**src/rtl/fault_class_latch_pkg.sv**
```systemverilog
// Shared types and constants for the fault class latch: FSM encoding, class indices, width helper.
package fault_class_latch_pkg;

  typedef enum logic [1:0] {
    ST_IDLE    = 2'd0,
    ST_ARMED   = 2'd1,
    ST_FAULTED = 2'd2,
    ST_BLANK   = 2'd3
  } state_t;

  localparam int NUM_CLASSES = 11;

  localparam logic [3:0] CLASS_0 = 4'd0;
  localparam logic [3:0] CLASS_1 = 4'd1;
  localparam logic [3:0] CLASS_2 = 4'd2;
  localparam logic [3:0] CLASS_3 = 4'd3;
  localparam logic [3:0] CLASS_4 = 4'd4;
  localparam logic [3:0] CLASS_5 = 4'd5;
  localparam logic [3:0] CLASS_6 = 4'd6;
  localparam logic [3:0] CLASS_7 = 4'd7;
  localparam logic [3:0] CLASS_8 = 4'd8;
  localparam logic [3:0] CLASS_9 = 4'd9;
  localparam logic [3:0] CLASS_A = 4'd10;

  // Bits needed to hold values 0..v-1.
  function automatic int clog2(input int v);
    int r;
    int x;
    r = 0;
    x = v - 1;
    while (x > 0) begin
      r = r + 1;
      x = x >> 1;
    end
    return r;
  endfunction

endpackage

```
**src/rtl/fault_debounce_bit.sv**
```systemverilog
// One fault line: saturating run-length counter feeding a sticky latch.
// Latch sets the edge after the counter reaches DEBOUNCE_CYCLES; clr has priority over set.
module fault_debounce_bit
  import fault_class_latch_pkg::*;
#(
  parameter int DEBOUNCE_CYCLES = 4
) (
  input  logic sys_clk,
  input  logic reset,
  input  logic cnt_en,
  input  logic raw,
  input  logic clr,
  output logic hit,
  output logic latched
);

  localparam int CW = clog2(DEBOUNCE_CYCLES + 1);
  localparam logic [CW-1:0] CNT_MAX = CW'(DEBOUNCE_CYCLES);

  logic [CW-1:0] cnt;

  assign hit = (cnt == CNT_MAX);

  always_ff @(posedge sys_clk) begin
    if (reset || clr) begin
      cnt <= '0;
    end else if (cnt_en && raw) begin
      cnt <= hit ? CNT_MAX : cnt + 1'b1;
    end else begin
      cnt <= '0;
    end
  end

  always_ff @(posedge sys_clk) begin
    if (reset || clr) begin
      latched <= 1'b0;
    end else if (hit) begin
      latched <= 1'b1;
    end
  end

endmodule

```
**src/rtl/fault_class_latch.sv**
```systemverilog
// Debounces 11 classes of raw fault lines into sticky per-class vectors, tracks the first class to fault,
// and runs a req/ack clear with a blanking window that waits for all unmasked raw faults to stay low.
module fault_class_latch
  import fault_class_latch_pkg::*;
#(
  parameter int CLASS_SIZE      = 8,
  parameter int DEBOUNCE_CYCLES = 4,
  parameter int BLANK_CYCLES    = 16
) (
  input  logic                              sys_clk,
  input  logic                              reset,
  input  logic [NUM_CLASSES*CLASS_SIZE-1:0] fault_raw,
  input  logic [NUM_CLASSES*CLASS_SIZE-1:0] fault_mask,
  input  logic                              arm,
  input  logic                              clear_req,
  output logic                              clear_ack,
  output logic [CLASS_SIZE-1:0]             class_0,
  output logic [CLASS_SIZE-1:0]             class_1,
  output logic [CLASS_SIZE-1:0]             class_2,
  output logic [CLASS_SIZE-1:0]             class_3,
  output logic [CLASS_SIZE-1:0]             class_4,
  output logic [CLASS_SIZE-1:0]             class_5,
  output logic [CLASS_SIZE-1:0]             class_6,
  output logic [CLASS_SIZE-1:0]             class_7,
  output logic [CLASS_SIZE-1:0]             class_8,
  output logic [CLASS_SIZE-1:0]             class_9,
  output logic [CLASS_SIZE-1:0]             class_A,
  output logic                              any_fault,
  output logic [3:0]                        first_class,
  output logic                              first_valid,
  output logic [1:0]                        state_o
);

  localparam int NB = NUM_CLASSES * CLASS_SIZE;
  localparam int BW = clog2(BLANK_CYCLES + 1);
  localparam logic [BW-1:0] BLANK_LAST = BW'(BLANK_CYCLES - 1);

  state_t                 state;
  state_t                 state_nxt;
  logic                   cap_en;
  logic                   clr;
  logic                   ack_nxt;
  logic                   raw_clean;
  logic [BW-1:0]          blank_cnt;
  logic [NB-1:0]          hit;
  logic [NB-1:0]          latched;
  logic [NUM_CLASSES-1:0] class_hit;
  logic [3:0]             hi_cls;

  assign cap_en    = (state == ST_ARMED) || (state == ST_FAULTED);
  assign raw_clean = ~|(fault_raw & ~fault_mask);

  for (genvar b = 0; b < NB; b++) begin : gen_bit
    fault_debounce_bit #(
      .DEBOUNCE_CYCLES(DEBOUNCE_CYCLES)
    ) u_bit (
      .sys_clk (sys_clk),
      .reset   (reset),
      .cnt_en  (cap_en & ~fault_mask[b]),
      .raw     (fault_raw[b]),
      .clr     (clr),
      .hit     (hit[b]),
      .latched (latched[b])
    );
  end

  // Highest class index wins when several classes latch together, matching blink priority.
  always_comb begin
    hi_cls = CLASS_0;
    for (int k = 0; k < NUM_CLASSES; k++) begin
      class_hit[k] = |hit[k*CLASS_SIZE +: CLASS_SIZE];
      if (class_hit[k]) hi_cls = 4'(k);
    end
  end

  always_comb begin
    state_nxt = state;
    clr       = 1'b0;
    ack_nxt   = 1'b0;
    case (state)
      ST_IDLE: begin
        if (arm) state_nxt = any_fault ? ST_FAULTED : ST_ARMED;
      end
      ST_ARMED: begin
        if (!arm)            state_nxt = ST_IDLE;
        else if (|class_hit) state_nxt = ST_FAULTED;
      end
      ST_FAULTED: begin
        if (!arm) begin
          state_nxt = ST_IDLE;
        end else if (clear_req) begin
          state_nxt = ST_BLANK;
          clr       = 1'b1;
        end
      end
      ST_BLANK: begin
        if (raw_clean && (blank_cnt == BLANK_LAST)) begin
          ack_nxt   = 1'b1;
          state_nxt = arm ? ST_ARMED : ST_IDLE;
        end
      end
      default: state_nxt = ST_IDLE;
    endcase
  end

  always_ff @(posedge sys_clk) begin
    if (reset) begin
      state     <= ST_IDLE;
      clear_ack <= 1'b0;
    end else begin
      state     <= state_nxt;
      clear_ack <= ack_nxt;
    end
  end

  // Counts consecutive clean cycles; any unmasked raw fault restarts the window.
  always_ff @(posedge sys_clk) begin
    if (reset || (state != ST_BLANK) || !raw_clean) begin
      blank_cnt <= '0;
    end else begin
      blank_cnt <= blank_cnt + 1'b1;
    end
  end

  always_ff @(posedge sys_clk) begin
    if (reset || clr) begin
      first_valid <= 1'b0;
      first_class <= CLASS_0;
    end else if (!first_valid && (|class_hit)) begin
      first_valid <= 1'b1;
      first_class <= hi_cls;
    end
  end

  assign any_fault = |latched;
  assign state_o   = state;

  assign class_0 = latched[0*CLASS_SIZE +: CLASS_SIZE];
  assign class_1 = latched[1*CLASS_SIZE +: CLASS_SIZE];
  assign class_2 = latched[2*CLASS_SIZE +: CLASS_SIZE];
  assign class_3 = latched[3*CLASS_SIZE +: CLASS_SIZE];
  assign class_4 = latched[4*CLASS_SIZE +: CLASS_SIZE];
  assign class_5 = latched[5*CLASS_SIZE +: CLASS_SIZE];
  assign class_6 = latched[6*CLASS_SIZE +: CLASS_SIZE];
  assign class_7 = latched[7*CLASS_SIZE +: CLASS_SIZE];
  assign class_8 = latched[8*CLASS_SIZE +: CLASS_SIZE];
  assign class_9 = latched[9*CLASS_SIZE +: CLASS_SIZE];
  assign class_A = latched[10*CLASS_SIZE +: CLASS_SIZE];

endmodule
```
**config.mk**
```make
export PLATFORM = sky130hd
export DESIGN_NAME = fault_class_latch
export DESIGN_NICKNAME = d
export VERILOG_FILES = /design/src/rtl/fault_class_latch_pkg.sv /design/src/rtl/fault_debounce_bit.sv /design/src/rtl/fault_class_latch.sv
export SDC_FILE = /design/constraint.sdc
export NUM_CORES = 1
export LEC_CHECK = 0
export ABC_AREA = 1
export CAP_MARGIN = 25
export CORE_MARGIN = 4
export CORE_UTILIZATION = 40
export CTS_BUF_LIST = sky130_fd_sc_hd__clkbuf_4 sky130_fd_sc_hd__clkbuf_8 sky130_fd_sc_hd__clkbuf_16
export CTS_CLUSTER_DIAMETER = 100
export DETAILED_ROUTE_END_ITERATION = 12
export PLACE_DENSITY_LB_ADDON = 0.08
export REMOVE_ABC_BUFFERS = 1
export SYNTH_ARGS = -nofsm -noshare
export SYNTH_HDL_FRONTEND = slang
export SYNTH_HIERARCHICAL = 1
export SYNTH_SLANG_ARGS = --single-unit
```
**constraint.sdc**
```tcl
create_clock -name sys_clk -period 14.66 [get_ports sys_clk]
set_input_delay 2.199 -clock sys_clk [delete_from_list [all_inputs] [get_ports sys_clk]]
set_output_delay 2.199 -clock sys_clk [all_outputs]
set_load 0.02 [all_outputs]
```
==> metrics <==
status=finished clean; post-place setup slack=10260 ps; number of port buffers=276; cts bufs inserted=44; first-pass GRT wire length=74600 µm; Max-Cap Viols=0; vias in the first global route=15800; Worst Setup End Kind=output pin; Post-CTS Hold Fix Bufs=0; antenna violations before repair=1; Antenna Cells=0; Most Frequent Cell on Critical Path=nor2_1; worst hold path type=flop to flop; reg2reg path depth=16; Yosys warning count=6; top-count cell post-synth=inv_1; VDD IR max=0.0728 mV; met3 Track Usage GR=3.84%; Pleak=0.0126 µW; Post-synth top cells=inv_1 (804), nand2_1 (594), nor2_1 (420); nets@finish=3555; ys async rst share=0%; die area=0.0521 mm²; fin crit period=4950 ps; CTS tree=built; non-filler instance count after layout=3839; global-route met1 utilization=21.2%; num ports=277; clk_skew=8.31 ps; Die W=228 µm; Final ANT Viol Nets=0; Layout Area Growth over Synthesis=25.9%; Core Box Area=0.0478 mm²; Synth area leaders=dfxtp_1 (38%), inv_1 (16%), ha_1 (12%); reg2reg setup slack=12340 ps; # Post-CTS Setup Buffers=0; grt total ovfl=0; Crit path arrival time=2750 ps; post-synthesis register bit count=365; drt wl/cell=11.9 µm; RD Place Congestion=0.788; area fraction of the dominant cell type after synthesis=37.6%; post-synthesis cell count=2874; clock latency on the worst-skew pair=550 ps; Post-DP HPWL=35500 µm; met2 Use GR=30.6%; unrepaired setup endpoints after global routing=no; crit path from=gen_bit[87].u_bit/latched$_SDFFE_PP0P_; GRT Overall Usage=17.3%; GR peak layer=met2; final-report hold violation count=0; via count=16600; H-tree Lvls=2; post-layout util=51.1%; Final setup violation count=0; CTS max path bufs=3; Inst Count DP=3760; CTS sink cnt=365; worst-path maximum fanout=3; # rows=80; crit path max-delay cell type=clkdlybuf4s50_1; Mapped Area=0.0194 mm²; Post-Route WL=45500 µm; die height=228 µm; CP Data Required Time=12460 ps; Max stage delay on crit path=610 ps; Worst Hold Path Cells=1; Root Buffer=clkbuf_16; reg2reg start=gen_bit[73].u_bit/cnt[0]$_SDFF_PP0_; f_max=0.202 GHz; Main synth FF type=dfxtp_1; post-CTS resize count=0; Pre-Repair DR Iteration Count=5; setup slack after layout=9710 ps; fillers=4789; Synth area leader=dfxtp_1; Post-synth EDFFs=0; Critical Setup Path Class=flop to output pin; Avg Inst Size Synth=6.76 µm²; setup TNS=0 ps; largest net degree at the start of global routing=89; Reg clk slew, reported paths=60 ps; CP cell instances=nor2_1, nand2_1, nor2_1, nand2_1, nor2_1, nand3_1, clkdlybuf4s50_1; Slew Viols, Final=0; fraction of layout cells with a size suffix above 1=5.55%; hold_sp=gen_bit[37].u_bit/cnt[0]$_SDFF_PP0_; DR vias/cell=4.31; Pwr Density=106 mW/mm²; sequential share of the synthesized area=37.6%; Rel. slew slack=29.3%; worst slew pin tran=1060 ps; Synth cell types=23; starting density of the core=40.6%; critical path launch point type=flop; initial drt markers=571; DR DRC count=0; Tcrit/Tclk final=33.7%
[final cells by class]
type	instances	area [µm²]	area share, %
clock buffer	69	1380	5.62
inverter	805	3020	12.4
tap	615	769	3.15
clock inverter	9	95.1	0.389
timing repair buffer	281	2810	11.5
sequential	365	7310	29.9
multi-input combinational	1695	9070	37.1
[critical path, delay by kind of cell, from the launching register on]
kind	cells	cell delay (ps)
simple gates	6	1250
buf+inv	1	610
flops	1	330
[per-stage QoR]
step | hold WS [ps] | instance area, µm² | total power (µW)
2_1_floorplan | 417 | 19400 | 1350
3_3_place_gp | 424 | 23000 | 1500
3_5_place_dp | 433 | 23000 | 1520
4_1_cts | 443 | 24400 | 2630
5_1_grt | 462 | 24400 | 2750
6_report | 436 | 24400 | 2590
[where the power goes]
group	switching (µW)	internal (µW)	leakage (µW)	total [µW]
clock network	414	676	0.000749	1090
logic	257	176	0.00886	433
registers	30.8	1030	0.00294	1060
total	702	1880	0.0126	2590
[placed cells by master, fill, tap and decap left out, drive strengths merged]
cell	count
inv	804
nand2	597
nor2	509
dfxtp	365
clkdlybuf4s50	275
ha	183
o21ai	115
nand3	93
nand3b	88
nor2b	88
clkbuf	69
clkinv	8
nand4	6
a21oi	6
buf	6
o22ai	4
nor3	2
bufinv	2
nor3b	2
a31oi	1
xor2	1
[final timing paths]
path	end
setup / recovery	any_fault
hold / removal	gen_bit[37].u_bit/cnt[0]$_SDFF_PP0_
setup reg to reg	first_class[2]$_SDFFE_PP0P_
hold reg to reg	gen_bit[37].u_bit/cnt[0]$_SDFF_PP0_
[per-layer routing]
layer,up-vias,routed length [µm]
met1,7301,20900
li1,8969,-
met4,2,880
met3,56,2180
met2,225,21500
met5,-,8
[sequential cells by signal (all words and copies together) (netlist names)]
register,flops
clear_ack,1
first_class,4
gen_bit.u_bit/cnt,264
first_valid,1
blank_cnt,5
state_o,2
gen_bit.u_bit/latched,88
[kinds of logic (layout without fill, tap and decap cells)]
logic type	after synthesis	after routing	share of synthesized area [%]
buffers and inverters	814	1164	15.7
DFF	365	365	37.6
AOI/OAI and AO/OA	126	126	3.28
xor gates and xnor gates	1	1	0.0451
and+or+nand+nor	1385	1385	31.5
adders and majority gates	183	183	11.8
(Power assumes the default switching activity.)
